File: config.mk
export PLATFORM = sky130hd
export DESIGN_NAME = fwd_prop_seq
export DESIGN_NICKNAME = d
export VERILOG_FILES = /design/src/rtl/fwd_prop_seq.sv
export SDC_FILE = /design/constraint.sdc
export NUM_CORES = 1
export LEC_CHECK = 0
export ABC_CLOCK_PERIOD_IN_PS = 2830
export BUFFER_PORTS_ARGS = -buffer_cell sky130_fd_sc_hd__buf_2
export CORE_ASPECT_RATIO = 2
export CORE_MARGIN = 10
export CORE_UTILIZATION = 51
export DETAILED_ROUTE_END_ITERATION = 10
export PLACE_DENSITY = 0.74
export SYNTH_ARGS = -nofsm -noshare
export SYNTH_HDL_FRONTEND = slang
export SYNTH_SLANG_ARGS = --single-unit
File: constraint.sdc
create_clock -name clk -period 2.83 [get_ports clk]
set_input_delay 0.849 -clock clk [delete_from_list [all_inputs] [get_ports clk]]
set_output_delay 0.849 -clock clk [all_outputs]
set_load 0.02 [all_outputs]
File: src/rtl/fwd_prop_seq.sv
// Forward-propagation phase sequencer: steps the datapath through load/accumulate/activate/update phases.
// Optional update-handshake timeout with sticky err flag is enabled by defining FWD_SEQ_TIMEOUT_EN.
module fwd_prop_seq #(
    parameter int HACC_CYC = 1,
    parameter int ACT_CYC  = 2,
    parameter int MAX_STEP = 15,
    parameter int TO_CYC   = 255
) (
    input  logic       clk,
    input  logic       rst,
    input  logic       start,
    input  logic [3:0] st_in,
    input  logic       abort,
    input  logic       upd_ack,
    output logic [3:0] ctrl,
    output logic [3:0] step,
    output logic [3:0] st,
    output logic       busy,
    output logic       upd_req,
    output logic       done,
    output logic       ep_done
`ifdef FWD_SEQ_TIMEOUT_EN
    ,
    output logic       err
`endif
);

    typedef enum logic [3:0] {
        IDLE  = 4'b0000,
        LOAD  = 4'b0001,
        HACC  = 4'b0010,
        HACT  = 4'b0011,
        OACC  = 4'b0100,
        OACT  = 4'b0101,
        LATCH = 4'b0110,
        DONE  = 4'b0111,
        UPD   = 4'b1000
    } state_t;

    localparam logic [3:0] HACC_LEN = 4'(HACC_CYC);
    localparam logic [3:0] ACT_LEN  = 4'(ACT_CYC);
    localparam logic [3:0] MAX_LEN  = 4'(MAX_STEP);

    if (HACC_CYC < 1 || HACC_CYC > 15 || ACT_CYC < 1 || ACT_CYC > 15 ||
        MAX_STEP < 1 || MAX_STEP > 15 || TO_CYC < 1 || TO_CYC > 255) begin : g_param_check
        $error("fwd_prop_seq: parameter out of range");
    end

    state_t     state, next_state;
    logic [3:0] cnt, next_cnt;

`ifdef FWD_SEQ_TIMEOUT_EN
    localparam logic [7:0] TO_LAST = 8'(TO_CYC - 1);
    logic [7:0] to_cnt;
    logic       to_hit;
`endif

    // Reload value for the phase counter on entry to each timed state.
    function automatic logic [3:0] dur(input state_t s);
        case (s)
            LOAD, OACC, LATCH: dur = 4'd1;
            HACC:              dur = HACC_LEN;
            HACT, OACT:        dur = ACT_LEN;
            default:           dur = 4'd0;
        endcase
    endfunction

    always_comb begin
        next_state = state;
        next_cnt   = cnt;
`ifdef FWD_SEQ_TIMEOUT_EN
        to_hit     = 1'b0;
`endif
        case (state)
            IDLE:  if (start) next_state = LOAD;
            LOAD:  if (cnt <= 4'd1) next_state = HACC;
            HACC:  if (cnt <= 4'd1) next_state = HACT;
            HACT:  if (cnt <= 4'd1) next_state = OACC;
            OACC:  if (cnt <= 4'd1) next_state = OACT;
            OACT:  if (cnt <= 4'd1) next_state = LATCH;
            LATCH: if (cnt <= 4'd1) next_state = UPD;
            UPD: begin
                if (upd_ack) begin
                    next_state = DONE;
                end
`ifdef FWD_SEQ_TIMEOUT_EN
                else if (to_cnt == TO_LAST) begin
                    next_state = DONE;
                    to_hit     = 1'b1;
                end
`endif
            end
            DONE:    next_state = IDLE;
            default: next_state = IDLE;
        endcase

        // Abort wins over everything, including a start in the same IDLE cycle.
        if (abort) begin
            next_state = IDLE;
`ifdef FWD_SEQ_TIMEOUT_EN
            to_hit     = 1'b0;
`endif
        end

        if (next_state != state) begin
            next_cnt = dur(next_state);
        end else if (cnt > 4'd1) begin
            next_cnt = cnt - 4'd1;
        end
    end

    // Status outputs are registered from next_state so they line up with the state register.
    always_ff @(posedge clk or negedge rst) begin
        if (!rst) begin
            state   <= IDLE;
            cnt     <= 4'd0;
            step    <= 4'd0;
            st      <= 4'd0;
            busy    <= 1'b0;
            upd_req <= 1'b0;
            done    <= 1'b0;
            ep_done <= 1'b0;
        end else begin
            state   <= next_state;
            cnt     <= next_cnt;
            busy    <= (next_state != IDLE);
            upd_req <= (next_state == UPD);
            done    <= (next_state == DONE);
            ep_done <= (next_state == DONE) && (step == MAX_LEN);
            if (abort) begin
                step <= 4'd0;
            end else if (state == IDLE && start) begin
                step <= (step == 4'd0 || step == MAX_LEN) ? 4'd1 : step + 4'd1;
                st   <= st_in;
            end
        end
    end

`ifdef FWD_SEQ_TIMEOUT_EN
    always_ff @(posedge clk or negedge rst) begin
        if (!rst) begin
            to_cnt <= 8'd0;
            err    <= 1'b0;
        end else begin
            to_cnt <= (state == UPD && next_state == UPD) ? to_cnt + 8'd1 : 8'd0;
            if (to_hit) begin
                err <= 1'b1;
            end
        end
    end
`endif

    assign ctrl = state;

endmodule

==> flow_metrics.tcl <==
set metrics [dict create \
    synth_edf_count 0 \
    drive_above_1_share_pct 31.6 \
    r2r_setup_slack_ns 0.56 \
    synth_warnings 0 \
    cp.required_ns 2.96 \
    finish.instance_area_um2 1480 \
    post-route-drc-count 0 \
    p_sw_share_pct 45.5 \
    start_util_pct 52.3 \
    synthCells 131 \
    p_int_w 0.000909 \
    gp_congestion 0.885 \
    share_comb_of_total_power_pct 57.5 \
    ys_seq_area_share_pct 37.7 \
    yosysUniqueCellTypes 53 \
    cts_resized 0 \
    cp_max_fo 6 \
    dp_hpwl_um 2380 \
    criticalPathCategory "reg2reg" \
    slowest_delay_ns 0.51 \
    worst_slew_pin_slew_ns 0.552 \
    cpMaxStageDelayCell "or4_1" \
    dieWidth_um 56.1 \
    tns_ns 0 \
    syn_to_final_growth_pct 11.6 \
    synthTopCellsByArea "dfrtp_1, mux2_2, nor2_1, ha_1, nor3_1" \
    cts_hold_buf 0 \
    wire_per_inst_um 16.6 \
    dieArea_um2 5170 \
    grt_max_degree 21 \
    cts.sink_count 20 \
    synth_nets 144 \
    ys_ff_latch 20 \
    final_cells 180 \
    p_leak_nw 0.676 \
    pin_count 25 \
    chipHeight_um 92.2 \
    clockRootBuffer "clkbuf_8" \
    ys.flop_type "dfrtp_1" \
    numCtsBuffers 3 \
    slew_headroom_pct 63.2 \
    drv_slew 0 \
    ir_drop_mv 0.759 \
    cts_tree "yes" \
    firstDrtPassIters 4 \
    cts_max_level 1 \
    power_switching_w 0.000759 \
    ant_nets 0 \
    routed_via_density 5.88 \
    cp_cell_sequence "inv_1 -> ha_1 -> or2_1 -> a2111oi_4 -> nor4_4 -> nor2_2 -> or4_1" \
    fin_util_pct 58.4 \
    ys_async_sr_fraction_pct 100 \
    synth_commonest_cells "dfrtp_1, nor2_1, nand2_1, nor3_1" \
    end_kind "flop" \
    netlist.area_leader.share_pct 37.7 \
    path_delay_family "simple AND/OR/NAND/NOR gates" \
    crit_arrival_ns 2.40 \
    grt_pass1_wl_um 4850 \
    grt_util_all_layers_pct 11.2 \
    finalCriticalPeriod_ns 2.27 \
    antenna-diode-count 0 \
    critical_path_buf_inv_count 1 \
    pwr-share-clk_pct 12.6 \
    hp-class "reg2reg" \
    syn-cell-area_um2 1330 \
    min_period_over_period_pct 80.2 \
    timing.hold.ws_ns 0.505 \
    place_area_um2 1430 \
    dp.cells 176 \
    finalHoldViolations 0 \
    status "completed" \
    layout.nets 166 \
    overflow 0 \
    skew_ns 0.00206 \
    drt_wl_total_um 2980 \
    timing.fmax_mhz 441 \
    antenna_found_initial 0 \
    cts_setup_buffers 0 \
    worstSkewPairLatency_ns 0.26 \
    finalSetupViolCount 0 \
    cp-start-kind "flop" \
    fp-row-count 26 \
    drt_iter0_markers 22 \
    p_seq_share_pct 29.8 \
    synth_area_per_cell_um2 10.1 \
    vias 1058 \
    portBuffers 24 \
    clkTransAtPathRegs_ns 0.07 \
    cts_buffer_depth 2 \
    power.density_nw_per_um2 1130 \
    cap_violations 0 \
    rsz0062_at_grt "no" \
    grt_pass1_vias 1130 \
    synth_most_common_cell "dfrtp_1" \
    core-area_um2 2540 \
    synth_top_area_cell "dfrtp_1" \
]
-- cells by family after synthesis --
logic type | after synthesis | share of synthesized area [%]
and+or+nand+nor | 55 | 24.7
AOI/OAI and AO/OA | 27 | 18.1
DFF | 20 | 37.7
buffers and inverters | 12 | 5.65
muxes | 9 | 7.35
adders and majority gates | 5 | 4.52
xor gates and xnor gates | 3 | 1.98
-- worst paths after layout --
kind,start,to,cells after the start
max,cnt[0]$_DFFE_PN0P_,busy$_DFF_PN0_,7
min,st[3]$_DFFE_PN0P_,st[3]$_DFFE_PN0P_,1
max reg2reg,cnt[0]$_DFFE_PN0P_,busy$_DFF_PN0_,7
min reg2reg,st[3]$_DFFE_PN0P_,st[3]$_DFFE_PN0P_,1
max in group asynchronous,rst,cnt[2]$_DFFE_PN0P_,1
min in group asynchronous,rst,step[0]$_DFFE_PN0P_,1
-- final cells by class --
| cell class | count | area, µm² |
|---|---|---|
| fill | 217 | 1060 |
| multi-input combinational | 99 | 752 |
| sequential | 20 | 500 |
| timing repair buffer | 24 | 120 |
| clock buffer | 4 | 55.1 |
| tap | 28 | 35.0 |
| inverter | 5 | 18.8 |
-- registers in the layout (all words and copies together) (netlist names) --
name / count
ep_done: 1
busy: 1
upd_req: 1
step: 4
cnt: 4
st: 4
done: 1
ctrl: 4
-- cell usage in the layout (no fill, tap or decap), types with 3 or more instances in the layout --
master | netlist | final
nand3_1 | 4 | 4
mux2_2 | 6 | 6
nand2_1 | 7 | 7
clkbuf_8 | 0 | 4
nor3_1 | 7 | 7
a31oi_1 | 3 | 3
ha_1 | 4 | 4
a21oi_1 | 6 | 6
dfrtp_1 | 20 | 20
nor2b_1 | 3 | 3
nor2_1 | 15 | 15
mux2i_1 | 3 | 3
inv_1 | 5 | 5
buf_2 | 0 | 24
-- power by group through the flow --
stage / clock, W / sequential, W / combinational, W
global route: 0.000228 / 0.000511 / 0.00106
CTS: 0.000216 / 0.000496 / 0.000974
detailed placement: 0 / 0.000501 / 0.000969
global placement: 0 / 0.000499 / 0.000943
finish: 0.000211 / 0.000498 / 0.000960
floorplan: 0 / 0.000528 / 0.000758
-- through the flow --
stage	power [W]	setup slack [ns]
after global placement	0.00144	0.443
final	0.00167	0.561
after floorplan	0.00129	0.618
after CTS	0.00169	0.547
after global routing	0.00180	0.366
after detailed placement	0.00147	0.422
-- per-layer routing --
layer | global-route usage [%] | vias to the layer above | wire length, µm
li1 | - | 516 | -
met1 | 9.90 | 520 | 1050
met2 | 22.2 | 17 | 1800
met3 | 2.21 | 5 | 73
met4 | 5.85 | 0 | 59
met5 | 0 | - | 0
Note: power is estimated with default switching activity, not from simulation.
